`src/rtl/pipelined_addsub.sv`:
```
// pipelined_addsub: WIDTH-bit add/subtract split into SEG-bit ripple segments, one per pipeline stage
//
// Ports:
//   clk, rst         clock and synchronous active-high reset
//   in_valid/ready   operand beat handshake (a, b, sub)
//   a, b             WIDTH-bit operands
//   sub              0: a+b, 1: a-b
//   out_valid/ready  result beat handshake (sum, cout, overflow)
//   sum              WIDTH-bit result, modulo 2^WIDTH
//   cout             carry out of the MSB (for subtract, 1 means no borrow)
//   overflow         signed overflow
module pipelined_addsub #(
    parameter int WIDTH = 49,
    parameter int SEG   = 13
) (
    input  logic             clk,
    input  logic             rst,
    input  logic             in_valid,
    output logic             in_ready,
    input  logic [WIDTH-1:0] a,
    input  logic [WIDTH-1:0] b,
    input  logic             sub,
    output logic             out_valid,
    input  logic             out_ready,
    output logic [WIDTH-1:0] sum,
    output logic             cout,
    output logic             overflow
);
    localparam int NSEG = (WIDTH + SEG - 1) / SEG;

    logic [NSEG-1:0] r_v;
    logic [NSEG-1:0] w_adv;
    logic [NSEG-1:0] w_vin;

    assign in_ready  = w_adv[0];
    assign out_valid = r_v[NSEG-1];

    always_ff @(posedge clk) begin
        if (rst) r_v <= '0;
        else     r_v <= (w_adv & w_vin) | (~w_adv & r_v);
    end

    genvar k;
    for (k = 0; k < NSEG; k++) begin : g
        localparam int LO = k * SEG;
        localparam int HI = (k == NSEG - 1) ? WIDTH - 1 : LO + SEG - 1;
        localparam int SW = HI - LO + 1;

        logic [WIDTH-1:LO] w_a;
        logic [WIDTH-1:LO] w_b;
        logic              w_ci;
        logic [HI:0]       w_s;
        logic              w_co;

        // A stage moves whenever some stage at or after it is empty, or the
        // sink is taking a result; written flat so the ready chain has no loop.
        assign w_adv[k] = out_ready || !(&r_v[NSEG-1:k]);

        if (k == 0) begin : g_in
            assign w_vin[k] = in_valid;
            assign w_a      = a;
            assign w_b      = b ^ {WIDTH{sub}};
            assign w_ci     = sub;
        end else begin : g_in
            assign w_vin[k]       = r_v[k-1];
            assign w_a            = g[k-1].g_mid.r_a;
            assign w_b            = g[k-1].g_mid.r_b;
            assign w_ci           = g[k-1].g_mid.r_c;
            assign w_s[LO-1:0]    = g[k-1].g_mid.r_s;
        end

        assign {w_co, w_s[HI:LO]} = {1'b0, w_a[HI:LO]} + {1'b0, w_b[HI:LO]} + {{SW{1'b0}}, w_ci};

        if (k < NSEG - 1) begin : g_mid
            // Operand bits still to be added ride ahead (skew); finished
            // result bits ride along (de-skew).
            logic [WIDTH-1:HI+1] r_a;
            logic [WIDTH-1:HI+1] r_b;
            logic [HI:0]         r_s;
            logic                r_c;
            always_ff @(posedge clk) begin
                if (rst) begin
                    r_a <= '0;
                    r_b <= '0;
                    r_s <= '0;
                    r_c <= 1'b0;
                end else if (w_adv[k] && w_vin[k]) begin
                    r_a <= w_a[WIDTH-1:HI+1];
                    r_b <= w_b[WIDTH-1:HI+1];
                    r_s <= w_s;
                    r_c <= w_co;
                end
            end
        end else begin : g_out
            always_ff @(posedge clk) begin
                if (rst) begin
                    sum      <= '0;
                    cout     <= 1'b0;
                    overflow <= 1'b0;
                end else if (w_adv[k] && w_vin[k]) begin
                    sum      <= w_s;
                    cout     <= w_co;
                    overflow <= (w_a[WIDTH-1] == w_b[WIDTH-1]) && (w_s[WIDTH-1] != w_a[WIDTH-1]);
                end
            end
        end
    end
endmodule
```
`config.mk`:
```
export PLATFORM = sky130hd
export DESIGN_NAME = pipelined_addsub
export DESIGN_NICKNAME = d
export VERILOG_FILES = /design/src/rtl/pipelined_addsub.sv
export SDC_FILE = /design/constraint.sdc
export NUM_CORES = 1
export LEC_CHECK = 0
export ABC_AREA = 1
export BUFFER_PORTS_ARGS = -buffer_cell sky130_fd_sc_hd__buf_2
export CAP_MARGIN = 5
export CORE_MARGIN = 8
export CORE_UTILIZATION = 50
export CTS_BUF_LIST = sky130_fd_sc_hd__clkbuf_8
export DETAILED_ROUTE_END_ITERATION = 16
export PLACE_DENSITY = 0.74
export SKIP_LAST_GASP = 1
export SLEW_MARGIN = 20
export SYNTH_ARGS = -nofsm -noshare
export SYNTH_HDL_FRONTEND = slang
export SYNTH_SLANG_ARGS = --single-unit
```
`constraint.sdc`:
```
create_clock -name clk -period 2.35 [get_ports clk]
set_clock_uncertainty 0.05 [all_clocks]
set_input_delay 0.3525 -clock clk [delete_from_list [all_inputs] [get_ports clk]]
set_output_delay 0.3525 -clock clk [all_outputs]
set_load 0.03 [all_outputs]
```
==> run_results.csv, run 1 <==
group,metric,value,unit
worst_setup_path,cp-startpoint,"g[1].g_mid.r_a[26]",
logic_synthesis,ys_seq_area_share,43.3,%
power,peakVddDrop,0.395,mV
worst_setup_path,crit_chain,"inv_1 -> fa_1 -> fa_1 -> inv_1 -> nand3_1 -> nand3_1 -> nand3_1 -> nand4_1 -> nand3_1 -> nand2_1 -> inv_1",
worst_setup_path,end_kind,"flip-flop",
final_layout,final_util,58.7,%
power,p_total,10.7,mW
final_layout,instances_no_fill,2247,
logic_synthesis,syn_avg_cell_area,7.27,µm²
route,via_count,11200,
clock_network,cts_inserted_buffers,45,
sta,final_max_slew_viol_count,0,
clock_network,clkSlewWorstSetupHoldPaths,0.06,ns
worst_hold_path,holdCritPathClass,"in2reg",
route,drcViolationCount,0,
final_layout,n_fill_cell,2367,
sta,rsz0062_at_grt,"false",
worst_setup_path,timing.rr.end,"g[2].g_mid.r_s[38]",
worst_setup_path,critical_path_class,"reg2reg",
worst_setup_path,cpPeakStageDelay,0.46,ns
final_layout,drive_gt1_share,13.6,%
logic_synthesis,synth_top_area_share,43.3,%
global_routing,grt_pass1_wl,53000,µm
floorplan,die_h,175,µm
sta,hold_viol_final,0,
clock_network,cts_root_buffer,"clkbuf_8",
placed_design,dp_cells,2159,
placed_design,dpl_worst_slack,0.153,ns
floorplan,core,0.0250,mm²
worst_setup_path,cp_common_cell,"nand3_1",
sta,setup_ws,0.248,ns
final_layout,num_antenna_cells,0,
route,dr.first_iter.drc_count,864,
power,power.density,728,mW/mm²
global_routing,gr-total-overflow,0,
global_routing,antenna_found_initial,0,
logic_synthesis,synth_area,0.0127,mm²
logic_synthesis,synthTopCellsByArea,"dfxtp_1, nor2_1, o21ai_0",
clock_network,clk-insertion-delay-late,0.55,ns
worst_setup_path,cp.arrival,2.51,ns
sta,tightestPinTransition,0.681,ns
placed_design,placed_cell_area,0.0137,mm²
final_layout,fin_nets,2044,
worst_hold_path,whs_path_depth,3,
worst_setup_path,crit_slowest_cell,"fa_1",
global_routing,grt_pass1_vias,11000,
clock_network,post_cts_buffers,0,
logic_synthesis,synth_top_cell_by_area,"dfxtp_1",
worst_setup_path,required,2.76,ns
floorplan,top_level_ports,156,
worst_setup_path,crit_end,"g[2].g_mid.r_s[38]",
placed_design,portBuffers,155,
floorplan,die-area,0.0307,mm²
sta,fin_crit,2.10,ns
run,drv_cap,0,
route,routed_wirelength,31200,µm
worst_setup_path,r2r_cells,11,
worst_setup_path,rr_startpoint,"g[1].g_mid.r_a[26]",
sta,fmax,476,MHz
sta,final.setup.tns,0,ns
placed_design,hpwl,22200,µm
final_layout,syn2layout_area_growth,16.1,%
worst_setup_path,crit_path_start_kind,"flip-flop",
clock_network,htree_levels,2,
clock_network,cts_buffer_depth,3,
floorplan,rows,58,
clock_network,cts_tree,"built",
logic_synthesis,synth_cell_types,35,
status,status,"complete, no violations",
logic_synthesis,synth-warning-count,0,
power,leakage,7.16,nW
placed_design,place_congestion,0.890,
logic_synthesis,synth_seq_cells,274,
sta,holdWs,0.0188,ns
worst_setup_path,path_max_fanout,4,
route,vias_per_cell,4.98,
route,final_antenna_net_count,0,
floorplan,start_util,50.6,%
global_routing,grt_use_total,20.2,%
logic_synthesis,syn_nets,1896,
sta,setup_viol,0,
global_routing,grt_max_degree,81,
final_layout,design_area,0.0147,mm²
floorplan,die_w,175,µm
route,post_drt_wl_per_cell,13.9,µm
worst_setup_path,reg2reg_slack,0.25,ns
route,firstDrtPassIters,5,
clock_network,cts_sinks,274,
sta,relSlewSlack,54.6,%
sta,fin_crit_sh,89.4,%
logic_synthesis,netlist_instances,1741,
state kept, by name, summed over array words and instances (netlist names), named ones only:
name         count
g.g_mid.r_c      3
cout             1
g.g_mid.r_a     69
g.g_mid.r_s     78
overflow         1
sum             49
g.g_mid.r_b     69
report_power, final:
part	internal, mW	switching (mW)
sequential	4.94	0.150
clock	2.23	1.83
combinational	0.587	0.976
total	7.75	2.96
what timing repair did:
action,CTS,global route
gates resized for setup,0,1
endpoints found under the setup margin,0,1
hold buffers,13,0
endpoints found under the hold margin,13,0
cell families after synthesis:
family / synth area share (%)
flops: 43.3
compound gates: 15.0
buf+inv: 8.07
xor+xnor: 4.22
simple gates: 23.9
fa+ha+maj: 5.55
placed cells by master (no fill, tap or decap), types with 3 or more instances in the layout:
cell type,synthesis,layout
nor2_1,436,436
dfxtp_1,274,274
o21ai_0,216,216
nand2_1,200,200
inv_1,153,167
buf_2,31,155
a21oi_1,100,100
nand3_1,71,70
clkbuf_8,0,52
ha_1,45,45
xor2_1,36,36
xnor2_1,25,25
o21ai_1,18,18
buf_4,1,17
nand4_1,15,15
dlygate4sd3_1,0,13
nand3b_1,10,10
a211oi_2,10,10
fa_1,7,7
buf_12,0,7
a31oi_1,5,5
and2_1,4,4
o21bai_1,4,4
a21o_1,4,4
nor3_1,4,4
nor2_4,2,3
clkinv_2,0,3
synth_stat cells:
cell type and n:
or2_2 1, nor2_4 2, clkbuf_1 49, xor2_1 36, ha_1 45, o21ai_0 216
nor2_1 436, and2_1 4, a21o_1 4, a211oi_2 10, clkinv_1 2, nand3_1 71
fa_1 7, buf_6 6, nor3_1 4, nand2_1 200, nand4_1 15, inv_2 1
dfxtp_1 274, xnor2_1 25, buf_1 3, o21ai_1 18, buf_2 31, nand2_2 2
nand3_2 1, clkbuf_2 1, a21oi_1 100, o211a_1 1, o21bai_1 4, inv_1 153
a31oi_1 5, buf_4 1, inv_4 1, nor2_2 2, nand3b_1 10
final cells by class:
type / instances / area (µm²) / area share (%)
clock buffers: 52 / 716 / 4.87
clock inverters: 23 / 158 / 1.07
inverters: 157 / 594 / 4.04
multi-input cells: 1219 / 6170 / 41.9
flip-flops and latches: 274 / 5490 / 37.3
well taps: 330 / 413 / 2.81
repair buffers: 192 / 1170 / 7.98
layer usage:
| metal | global-route usage, % | up-vias | part of all wire [%] | wire length, µm |
|---|---|---|---|---|
| li1 | - | 5877 | - | - |
| met1 | 29.1 | 5027 | 52 | 16100 |
| met2 | 30.6 | 253 | 42 | 13100 |
| met3 | 3.60 | 44 | 4.9 | 1540 |
| met4 | 5.23 | 0 | 1.5 | 454 |
| met5 | 0 | - | 0 | 0 |
worst max-delay path: cells and delay by family (launching register included):
kind | cells | cell delay [ns]
adders and majority gates | 2 | 0.88
and+or+nand+nor | 6 | 0.57
DFF | 1 | 0.31
buffers and inverters | 3 | 0.19
how the worst min path moves through the flow:
| stage | start | end | slack, ns |
|---|---|---|---|
| global placement | g[0].g_mid.r_b[43] | g[1].g_mid.r_b[43] | 0.39 |
| finish | a[40] | g[0].g_mid.r_a[40] | 0.02 |
| global route | b[19] | g[0].g_mid.r_b[19] | 0.02 |
| floorplan | g[0].g_mid.r_s[12] | g[1].g_mid.r_s[12] | 0.38 |
| CTS | a[18] | g[0].g_mid.r_a[18] | 0.00002 |
| detailed placement | g[0].g_mid.r_b[45] | g[1].g_mid.r_b[45] | 0.40 |
(Power assumes the default switching activity.)
==> run 2: changes to the inputs <==
CORE_ASPECT_RATIO = 1.25   (was default)
==> run 2 against run 1 <==
Combinational power about the same. Sequential cell count unchanged. Highest routed layer unchanged. Final area decreased by 0.19%. Sequential power about the same. Largest cell class unchanged. Worst hold slack got worse by 0.0014 ns. Sequential share of layout area increased by 0.070 points. Critical endpoint unchanged. Die area increased by 0.10%. Cell count increased by 0.49%. Routed wire length increased by 2.1%. Largest power group unchanged.
==> run_results.csv, run 2 (synthesis results as in run 1) <==
group,metric,value,unit
sta,fin_crit,2.12,ns
final_layout,n_fill_cell,2462,
floorplan,die-area,0.0307,mm²
sta,tightestPinTransition,0.681,ns
worst_setup_path,cp.arrival,2.54,ns
worst_setup_path,crit_slowest_cell,"fa_1",
floorplan,core,0.0250,mm²
route,final_antenna_net_count,0,
worst_setup_path,path_buf_inv,3,
floorplan,die_w,158,µm
global_routing,grt_pass1_wl,53100,µm
route,wl_met1,15500,µm
worst_setup_path,required,2.76,ns
final_layout,syn2layout_area_growth,15.9,%
placed_design,dp_cells,2169,
clock_network,cts_sinks,274,
clock_network,cts_root_buffer,"clkbuf_8",
power,p_total,10.4,mW
worst_setup_path,cp_common_cell,"nand3_1",
clock_network,htree_levels,2,
sta,hold_viol_final,0,
global_routing,antenna_found_initial,0,
clock_network,post_cts_buffers,0,
floorplan,top_level_ports,156,
final_layout,layout_commonest_cell,"nor2_1",
sta,holdWs,0.0174,ns
power,leakage,7.17,nW
clock_network,cts_tree,"built",
final_layout,mostFrequentLayoutCells,"nor2_1, dfxtp_1, o21ai_0",
worst_setup_path,crit_path_start_kind,"flip-flop",
worst_hold_path,whs_path_depth,3,
route,dr.first_iter.drc_count,725,
status,status,"complete, no violations",
route,firstDrtPassIters,5,
clock_network,clk-insertion-delay-late,0.55,ns
final_layout,instances_no_fill,2258,
worst_setup_path,rr_startpoint,"g[1].g_mid.r_a[26]",
final_layout,largest_register_ff_count,78,
route,drcViolationCount,0,
global_routing,grt_use_total,20.9,%
placed_design,portBuffers,155,
sta,rsz0062_at_grt,"false",
final_layout,drive_gt1_share,13.5,%
placed_design,place_congestion,0.871,
final_layout,fin_nets,2048,
sta,final_max_slew_viol_count,0,
worst_setup_path,end_kind,"flip-flop",
power,peakVddDrop,0.448,mV
sta,fmax,471,MHz
final_layout,num_antenna_cells,0,
worst_setup_path,cpPeakStageDelay,0.46,ns
sta,final.setup.tns,0,ns
worst_hold_path,hold_path_startpoint,"a[47]",
worst_setup_path,reg2reg_slack,0.23,ns
global_routing,gr-total-overflow,0,
global_routing,grt_pass1_vias,11000,
final_layout,top_regs,"g.g_mid.r_s (78), g.g_mid.r_a (69), g.g_mid.r_b (69)",
route,met2_length,14600,µm
clock_network,cts_inserted_buffers,44,
sta,setup_viol,0,
worst_setup_path,critical_path_class,"reg2reg",
worst_setup_path,timing.rr.end,"g[2].g_mid.r_s[38]",
floorplan,die_h,194,µm
worst_setup_path,r2r_cells,11,
clock_network,clkSlewWorstSetupHoldPaths,0.06,ns
final_layout,regMostFlops,"g.g_mid.r_s",
route,via_count,11100,
run,drv_cap,0,
sta,relSlewSlack,54.6,%
route,vias_per_cell,4.93,
floorplan,rows,65,
sta,fin_crit_sh,90.3,%
clock_network,cts_buffer_depth,3,
worst_setup_path,path_max_fanout,4,
worst_setup_path,crit_chain,"inv_1 -> fa_1 -> fa_1 -> inv_1 -> nand3_1 -> nand3_1 -> nand3_1 -> nand4_1 -> nand3_1 -> nand2_1 -> inv_1",
worst_hold_path,holdPathEnd,"g[0].g_mid.r_a[47]",
route,routed_wirelength,31900,µm
route,post_drt_wl_per_cell,14.1,µm
placed_design,hpwl,22900,µm
global_routing,grt_max_degree,96,
worst_setup_path,cpLargestDelayFamily,"adder cells",
route,routed.top_layer,"met4",
worst_hold_path,holdCritPathClass,"in2reg",
power,power.density,707,mW/mm²
route,met3_length,1390,µm
floorplan,start_util,50.6,%
==> run 2: power breakdown <==
group          internal, mW  switching [mW]  total [mW]
registers              4.94           0.146        5.08
logic                 0.595           0.981        1.58
clock network          1.91            1.80        3.71
total                  7.44            2.93        10.4
==> run 2: layout make-up <==
type / count / area (µm²) / share of cell area, %
sequential: 274 / 5490 / 37.4
inverter: 157 / 594 / 4.05
clock inverter: 27 / 120 / 0.818
multi-input combinational: 1219 / 6160 / 42.0
tap: 335 / 419 / 2.86
clock buffer: 49 / 674 / 4.59
timing repair buffer: 197 / 1220 / 8.34
==> run 2: routing by layer <==
metal / vias up / global-route usage (%)
li1: 5883 / -
met1: 4985 / 27.9
met5: - / 0
met3: 32 / 3.30
met4: 0 / 5.71
met2: 241 / 34.1
==> run 2: worst max path at each step <==
stage                       start                 end  slack, ns  cells past startpoint
6_report       g[1].g_mid.r_a[26]  g[2].g_mid.r_s[38]       0.23                     11
3_5_place_dp                  sub   g[0].g_mid.r_s[8]       0.15                     11
3_3_place_gp                  sub   g[0].g_mid.r_s[5]       0.15                     10
2_1_floorplan                 sub   g[0].g_mid.r_s[8]       0.03                     12
5_1_grt        g[1].g_mid.r_a[26]  g[2].g_mid.r_s[38]       0.02                     11
4_1_cts        g[1].g_mid.r_a[26]  g[2].g_mid.r_s[38]       0.21                     11
==> run 2: what timing repair did <==
item                      CTS  global route
hold endpoints to repair   13             0
hold buffers               13             0
resized for setup           0             0
==> run 2: stage by stage <==
stage / setup slack (ns) / util [%] / area, µm²
floorplan: 0.0268 / - / 12700
finish: 0.227 / 58.6 / 14700
CTS: 0.215 / 58.6 / 14700
global route: 0.0169 / 58.6 / 14700
detailed placement: 0.147 / 54.9 / 13800
global placement: 0.152 / 54.9 / 13800
==> run 2: tightest hold or removal path: cells and delay by family <==
family          cells  cell delay [ns]
simple gates        1             0.09
buf+inv             1             0.07
compound gates      1             0.07
